File: src/rtl/instruction_fetch_unit_pkg.sv
// Shared opcode, field-slice and state definitions for the instruction fetch unit.
// The NOP-delay state is only used when FETCH_NOP_DELAY_EN is defined.
package instruction_fetch_unit_pkg;

   localparam logic [3:0] OP_NOP  = 4'h0;
   localparam logic [3:0] OP_LED  = 4'h1;
   localparam logic [3:0] OP_BLE  = 4'h2;
   localparam logic [3:0] OP_STO  = 4'h3;
   localparam logic [3:0] OP_ADD  = 4'h4;
   localparam logic [3:0] OP_JMP  = 4'h5;
   localparam logic [3:0] OP_SUB  = 4'h6;
   localparam logic [3:0] OP_SMUL = 4'h7;

   localparam int OPCODE_MSB = 27;
   localparam int OPCODE_LSB = 24;
   localparam int DEST_MSB   = 23;
   localparam int DEST_LSB   = 16;
   localparam int IMM_W      = 24;

   typedef enum logic {
      ST_FETCH = 1'b0,
      ST_DELAY = 1'b1
   } fetch_state_t;

endpackage

File: src/rtl/instruction_fetch_unit_nop_delay_counter.sv
// Down-counter that times a NOP-with-immediate delay; exists only when
// FETCH_NOP_DELAY_EN is defined.
`ifdef FETCH_NOP_DELAY_EN
module nop_delay_counter
   import instruction_fetch_unit_pkg::*;
#(
   parameter int W = IMM_W
) (
   input  logic         i_clk,
   input  logic         i_rst,
   input  logic         i_clear,
   input  logic         i_load,
   input  logic [W-1:0] i_value,
   input  logic         i_dec,
   output logic         o_zero
);

   logic [W-1:0] r_count;

   // A clear (branch redirect) wins over a simultaneous load or decrement.
   always_ff @(posedge i_clk or posedge i_rst) begin
      if (i_rst) begin
         r_count <= '0;
      end else if (i_clear) begin
         r_count <= '0;
      end else if (i_load) begin
         r_count <= i_value;
      end else if (i_dec && (r_count != '0)) begin
         r_count <= r_count - 1'b1;
      end
   end

   assign o_zero = (r_count == '0);

endmodule
`endif

File: src/rtl/instruction_fetch_unit.sv
// Instruction fetch: owns the PC, resolves JMP locally, accepts branch redirects.
// FETCH_NOP_DELAY_EN turns a NOP with nonzero immediate into a multi-cycle delay.
module instruction_fetch_unit
   import instruction_fetch_unit_pkg::*;
#(
   parameter int                ADDR_W   = 16,
   parameter int                INSN_W   = 28,
   parameter logic [ADDR_W-1:0] RESET_PC = '0
`ifdef FETCH_NOP_DELAY_EN
   ,
   parameter int                DELAY_W  = 24
`endif
) (
   input  logic              Clock,
   input  logic              Reset,
   output logic [ADDR_W-1:0] oAddress,
   input  logic [INSN_W-1:0] iInstruction,
   input  logic              iStall,
   input  logic              iRedirect,
   input  logic [ADDR_W-1:0] iRedirectTarget,
   output logic [INSN_W-1:0] oInstruction,
   output logic [ADDR_W-1:0] oPC,
   output logic              oValid,
   output logic              oDelayBusy
);

   logic [ADDR_W-1:0] r_pc;
   logic [ADDR_W-1:0] r_pc_out;
   logic [INSN_W-1:0] r_insn;
   logic              r_valid;

   logic [3:0]        w_opcode;
   logic              w_is_jmp;
   logic [ADDR_W-1:0] w_jmp_target;
   logic              w_advance;

   assign w_opcode     = iInstruction[OPCODE_MSB:OPCODE_LSB];
   assign w_is_jmp     = (w_opcode == OP_JMP);
   assign w_jmp_target = ADDR_W'(iInstruction[DEST_MSB:DEST_LSB]);
   assign w_advance    = !iRedirect && !iStall;

`ifdef FETCH_NOP_DELAY_EN
   fetch_state_t       r_state;
   logic               r_delay_busy;
   logic [DELAY_W-1:0] w_imm;
   logic               w_is_delay_nop;
   logic               w_cnt_load;
   logic               w_cnt_dec;
   logic               w_cnt_zero;

   assign w_imm          = iInstruction[DELAY_W-1:0];
   assign w_is_delay_nop = (w_opcode == OP_NOP) && (w_imm != '0);
   assign w_cnt_load     = w_advance && (r_state == ST_FETCH) && w_is_delay_nop;
   assign w_cnt_dec      = w_advance && (r_state == ST_DELAY);

   // Loaded with N-1 so that the DELAY state lasts exactly N cycles.
   nop_delay_counter #(
      .W (DELAY_W)
   ) u_delay (
      .i_clk   (Clock),
      .i_rst   (Reset),
      .i_clear (iRedirect),
      .i_load  (w_cnt_load),
      .i_value (w_imm - 1'b1),
      .i_dec   (w_cnt_dec),
      .o_zero  (w_cnt_zero)
   );

   always_ff @(posedge Clock or posedge Reset) begin
      if (Reset) begin
         r_pc         <= RESET_PC;
         r_pc_out     <= '0;
         r_insn       <= '0;
         r_valid      <= 1'b0;
         r_delay_busy <= 1'b0;
         r_state      <= ST_FETCH;
      end else if (iRedirect) begin
         // The instruction fetched behind the taken branch is flushed.
         r_pc         <= iRedirectTarget;
         r_valid      <= 1'b0;
         r_delay_busy <= 1'b0;
         r_state      <= ST_FETCH;
      end else if (!iStall) begin
         case (r_state)
            ST_DELAY: begin
               r_valid <= 1'b0;
               if (w_cnt_zero) begin
                  r_state      <= ST_FETCH;
                  r_delay_busy <= 1'b0;
               end
            end
            default: begin
               if (w_is_jmp) begin
                  r_pc    <= w_jmp_target;
                  r_valid <= 1'b0;
               end else begin
                  r_insn   <= iInstruction;
                  r_pc_out <= r_pc;
                  r_valid  <= 1'b1;
                  r_pc     <= r_pc + 1'b1;
                  if (w_is_delay_nop) begin
                     r_state      <= ST_DELAY;
                     r_delay_busy <= 1'b1;
                  end
               end
            end
         endcase
      end
   end

   assign oDelayBusy = r_delay_busy;
`else
   always_ff @(posedge Clock or posedge Reset) begin
      if (Reset) begin
         r_pc     <= RESET_PC;
         r_pc_out <= '0;
         r_insn   <= '0;
         r_valid  <= 1'b0;
      end else if (iRedirect) begin
         r_pc    <= iRedirectTarget;
         r_valid <= 1'b0;
      end else if (!iStall) begin
         if (w_is_jmp) begin
            r_pc    <= w_jmp_target;
            r_valid <= 1'b0;
         end else begin
            r_insn   <= iInstruction;
            r_pc_out <= r_pc;
            r_valid  <= 1'b1;
            r_pc     <= r_pc + 1'b1;
         end
      end
   end

   assign oDelayBusy = 1'b0;
`endif

   assign oAddress     = r_pc;
   assign oInstruction = r_insn;
   assign oPC          = r_pc_out;
   assign oValid       = r_valid;

endmodule

File: config.mk
export PLATFORM = sky130hd
export DESIGN_NAME = instruction_fetch_unit
export DESIGN_NICKNAME = d
export VERILOG_FILES = /design/src/rtl/instruction_fetch_unit_pkg.sv /design/src/rtl/instruction_fetch_unit_nop_delay_counter.sv /design/src/rtl/instruction_fetch_unit.sv
export SDC_FILE = /design/constraint.sdc
export NUM_CORES = 1
export LEC_CHECK = 0
export ABC_AREA = 0
export BUFFER_PORTS_ARGS = -buffer_cell sky130_fd_sc_hd__buf_2
export CAP_MARGIN = 20
export CORE_MARGIN = 10
export CORE_UTILIZATION = 44
export DETAILED_ROUTE_END_ITERATION = 7
export GPL_TIMING_DRIVEN = 0
export PLACE_DENSITY = 0.85
export SYNTH_ARGS = -nofsm -noshare
export SYNTH_HDL_FRONTEND = slang
export SYNTH_SLANG_ARGS = --single-unit
File: constraint.sdc
create_clock -name Clock -period 2 [get_ports Clock]
set_input_delay 0.6 -clock Clock [delete_from_list [all_inputs] [get_ports Clock]]
set_output_delay 0.6 -clock Clock [all_outputs]
set_load 0.02 [all_outputs]
After elaboration in Yosys (flattened, before gate mapping)
Index checks and enable logic that the tools add are counted.

cells by class
  add/subtract/negate cells = 1
  reductions and logical operators = 1
  bitwise logic cells = 3
  eq/ne operators = 2
  muxes and demuxes = 6

operators with widths
  operator               number
  $mux 16                3
  $add 16x1->16 const B  1
  $eq 4x3->1 const B     1
  $mux 1                 3
  $not 1->1              3
  $reduce_and 3->1       1
  $ne 2x1->1 const B     1

word-level totals
  flip-flop bits (word level) = 61
  bits of input ports = 48
  output and inout bits = 62

Logic depth before layout (Yosys ltp)
  depth after elaboration = 4
  gate-level depth with buffers = 7
  gate-level depth less buffers = 5

Worst setup path before layout
Ideal clock, no wire load.

  kind = register to register
  start point = register r_pc[0], in the netlist oAddress[0]
  end point = register r_pc[10], in the netlist oAddress[10]
  cell stages (with the launch flop) = 6
  setup time = 0.121 ns
  path buffers = 0
  path slack = 0.359 ns
  clock period less this slack = 1.641 ns
  required time = 1.879 ns
  arrival time = 1.519 ns
  path through = dfrtp_1 -> ha_1 -> and3_2 -> nand2_2 -> o311a_1 -> o22a_1

on the way
  cells in the longest elaborated chain, start to end = 4

ends and longest elaborated chain
  element                   line                           RTL
  start: declaration        instruction_fetch_unit.sv:27   logic [ADDR_W-1:0] r_pc;
  start signal: assignment  instruction_fetch_unit.sv:120  r_pc <= iRedirectTarget;
  start signal: assignment  instruction_fetch_unit.sv:124  r_pc <= w_jmp_target;
  start signal: assignment  instruction_fetch_unit.sv:130  r_pc <= r_pc + 1'b1;
  $add 16x1->16             instruction_fetch_unit.sv:130
  $mux 16                   instruction_fetch_unit.sv:123  if (w_is_jmp) begin
  $mux 16                   instruction_fetch_unit.sv:122  end else if (!iStall) begin
  $mux 16                   instruction_fetch_unit.sv:119  end else if (iRedirect) begin

Every way passes these cells. The select of a mux whose other input is x is not followed.
A chain may end at the register's enable or synchronous reset.

Worst setup path in the final report
  start point = register r_pc[2], in the netlist oAddress[2]
  end point = output port oAddress[2]

RTL lines
  element           line                          RTL
  end: declaration  instruction_fetch_unit.sv:16  output logic [ADDR_W-1:0] oAddress,

No word-level cell between the ends.

==> key figures <==
Routing
  • First-pass detailed-route iteration total: 4
  • Mean routed wirelength per cell: 16.6 µm
  • Vias per cell: 5.22
  • Detailed Route Iter0 Violations: 147
  • DRC: 0
  • Antenna-violating nets left: 0
  • Routed vias: 2719
  • Final Routed Wirelength: 8650 µm

Logic synthesis
  • Sequential area share after synthesis: 0.524
  • Post-synthesis mux area share: 0.0112
  • Xor and xnor area share after synthesis: 0.0211
  • Mapped Cells: 321
  • Post-Syn Area per Cell: 9.07 µm²
  • Synth warn: 0
  • Adder-cell area share of the yosys netlist: 0.00430
  • #FFs+latches synth: 61
  • Ys flop type: dfrtp_1
  • Synth area leader: dfrtp_1
  • Cells taking the most area after synthesis: dfrtp_1 52%, nand2_1 18%, xnor2_1 2.1%
  • Synthesized cell area: 0.00291 mm²
  • Synth Net Count: 370
  • Area share of the largest cell type after synthesis: 0.524
  • Largest family of logic cells by synthesized area: simple AND/OR/NAND/NOR gates
  • Simple-gate share of the synthesized area: 0.286
  • Unique masters post-synth: 51
  • Ys async rst share: 1.00
  • Post-synth EDFFs: 0
  • Synth Area in Compound Gates: 0.106

Clock tree
  • Clock transition at path regs: 0.07 ns
  • Cts hold-fix bufs: 0
  • Post-CTS setup buffer count: 0
  • H-tree level count: 3
  • CTS max path bufs: 2
  • Clk_lat worst skew: 0.35 ns
  • CTS Buf Count: 9
  • CTS tree: done
  • CTS sink cnt: 61
  • Root buffer cell: clkbuf_8
  • Resized Gates After CTS: 0

Place
  • Pre-CTS setup slack: 0.111 ns
  • Cell Area, Placed: 0.00356 mm²
  • Hpwl dp: 6530 µm
  • Count of buffers from port buffering: 106
  • RD Place Congestion: 0.854

STA
  • Final worst setup slack: 0.281 ns
  • Fin crit share: 0.860
  • Final setup fails: 0
  • Fin. Hold Viols: 0
  • Fin Setup TNS: 0 ns
  • Fmax: 0.582 GHz
  • Final slew viol count: 0
  • Fin crit period: 1.72 ns
  • RSZ-0062 raised after global routing: false
  • Clk_skew: 0.00735 ns

Setup path
  • Worst Path Buf+Inv: 1
  • Crit-path slowest cell: dfrtp_1
  • Max stage delay on crit path: 0.53 ns
  • Type of origin of the critical path: flip-flop
  • WS Path Type: reg -> out
  • WP data arrival: 1.12 ns
  • Cell family with most CP delay: flip-flops
  • Cell breakdown of the critical path: buf_2
  • Critical path capture point type: output port
  • Worst EP required: 1.40 ns
  • CP max FO: 9

Power
  • Max VDD drop: 0.535 mV
  • Power Total: 3.70 mW
  • Leakage power: 2.00 nW
  • Pwr Density: 971 mW/mm²

Final layout
  • Cell area after layout: 0.00381 mm²
  • Layout cell share with drive strength beyond 1: 0.363
  • Area grow syn2layout: 30.7%
  • Nets@finish: 488
  • Total area of multi-input combinational cells: 0.00125 mm²
  • Diode count: 0
  • Commonest non-fill, non-tap cell in the layout: nand2_1
  • Sequential cell area: 0.00153 mm²
  • Filler instances: 572
  • Final core occ: 0.596
  • Most frequent cells in the layout: 143 x nand2_1, 117 x buf_2, 61 x dfrtp_1

Global route
  • Grt ovf: 0
  • GRT Resource Usage Total: 0.172
  • First-pass GRT wire length: 13900 µm
  • Largest net degree at the start of global routing: 42
  • Initial antenna violation count: 0
  • Vias in the first global route: 2753

Job
  • Max-cap viol count: 0

Floorplanning
  • Die footprint: 0.0103 mm²
  • Initial core utilization: 0.456
  • Row Count: 29
  • Core Region: 0.00639 mm²
  • Chip height: 101 µm
  • Die Width: 101 µm
  • Boundary Pins: 110

Hold path
  • Hold crit path type: in -> async

Status
  • Outcome: finished, final reports clean
## cells in the mapped netlist, drive strengths merged, types with 2 or more instances
| cell | n |
|---|---|
| nand2 | 146 |
| dfrtp | 61 |
| buf | 16 |
| o21ai | 10 |
| a21oi | 8 |
| nor2 | 7 |
| xnor2 | 7 |
| and3 | 5 |
| nand3 | 5 |
| inv | 4 |
| nand4 | 4 |
| nor3 | 4 |
| nor4 | 4 |
| clkbuf | 3 |
| o221ai | 3 |
| o22a | 3 |
| o311a | 3 |
| o41ai | 3 |
| mux2 | 2 |
| nand2b | 2 |
| nand3b | 2 |
| o311ai | 2 |
## power by group
part           switching, mW  internal [mW]  total, mW
combinational          0.533          0.301      0.833
clock                  0.496          0.836       1.33
sequential             0.132           1.40       1.53
total                   1.16           2.54       3.70
## state kept, by name (all words and copies together) (netlist names)
register	cells
oAddress	16
oValid	1
oInstruction	28
oPC	16
## routing by layer
| layer | share of wire | track usage |
|---|---|---|
| met5 | 0 | 0 |
| met4 | 0.014 | 0.0579 |
| met3 | 0.086 | 0.0681 |
| met2 | 0.47 | 0.271 |
| met1 | 0.43 | 0.209 |
## final cells by class
class / count / area share
clock buffers: 13 / 0.0470
well taps: 77 / 0.0253
inverters: 4 / 0.00493
flip-flops and latches: 61 / 0.401
plain buffers: 19 / 0.0312
clock inverters: 3 / 0.0171
multi-input cells: 237 / 0.329
repair buffers: 107 / 0.145
## logic make-up after synthesis
| group | Yosys count |
|---|---|
| muxes | 3 |
| other | 1 |
| and+or+nand+nor | 184 |
| DFF | 61 |
| xor gates and xnor gates | 7 |
| AOI/OAI and AO/OA | 41 |
| buffers and inverters | 23 |
| adders and majority gates | 1 |
## metrics by stage
| step | hold slack [ns] | instances |
|---|---|---|
| final | 0.266 | 521 |
| after global routing | 0.290 | 521 |
| after CTS | 0.280 | 521 |
| after detailed placement | 0.457 | 505 |
| after global placement | 0.452 | 504 |
| after floorplan | 0.577 | 321 |
## final timing paths
path / cells after the start / end / slack [ns] / start
worst max-delay path: 1 / oAddress[2] / 0.28 / oAddress[2]$_DFFE_PP0P_
worst min-delay path: 2 / oPC[14]$_DFFE_PP0P_ / 0.27 / Reset
worst max register to register: 5 / oAddress[10]$_DFFE_PP0P_ / 0.29 / oAddress[0]$_DFFE_PP0P_
worst min register to register: 2 / oPC[9]$_DFFE_PP0P_ / 0.47 / oPC[9]$_DFFE_PP0P_
max in group asynchronous: 3 / oAddress[11]$_DFFE_PP0P_ / 1.17 / Reset
min in group Clock: 3 / oInstruction[0]$_DFFE_PP0P_ / 0.43 / iInstruction[0]
Note: power is estimated with default switching activity, not from simulation.
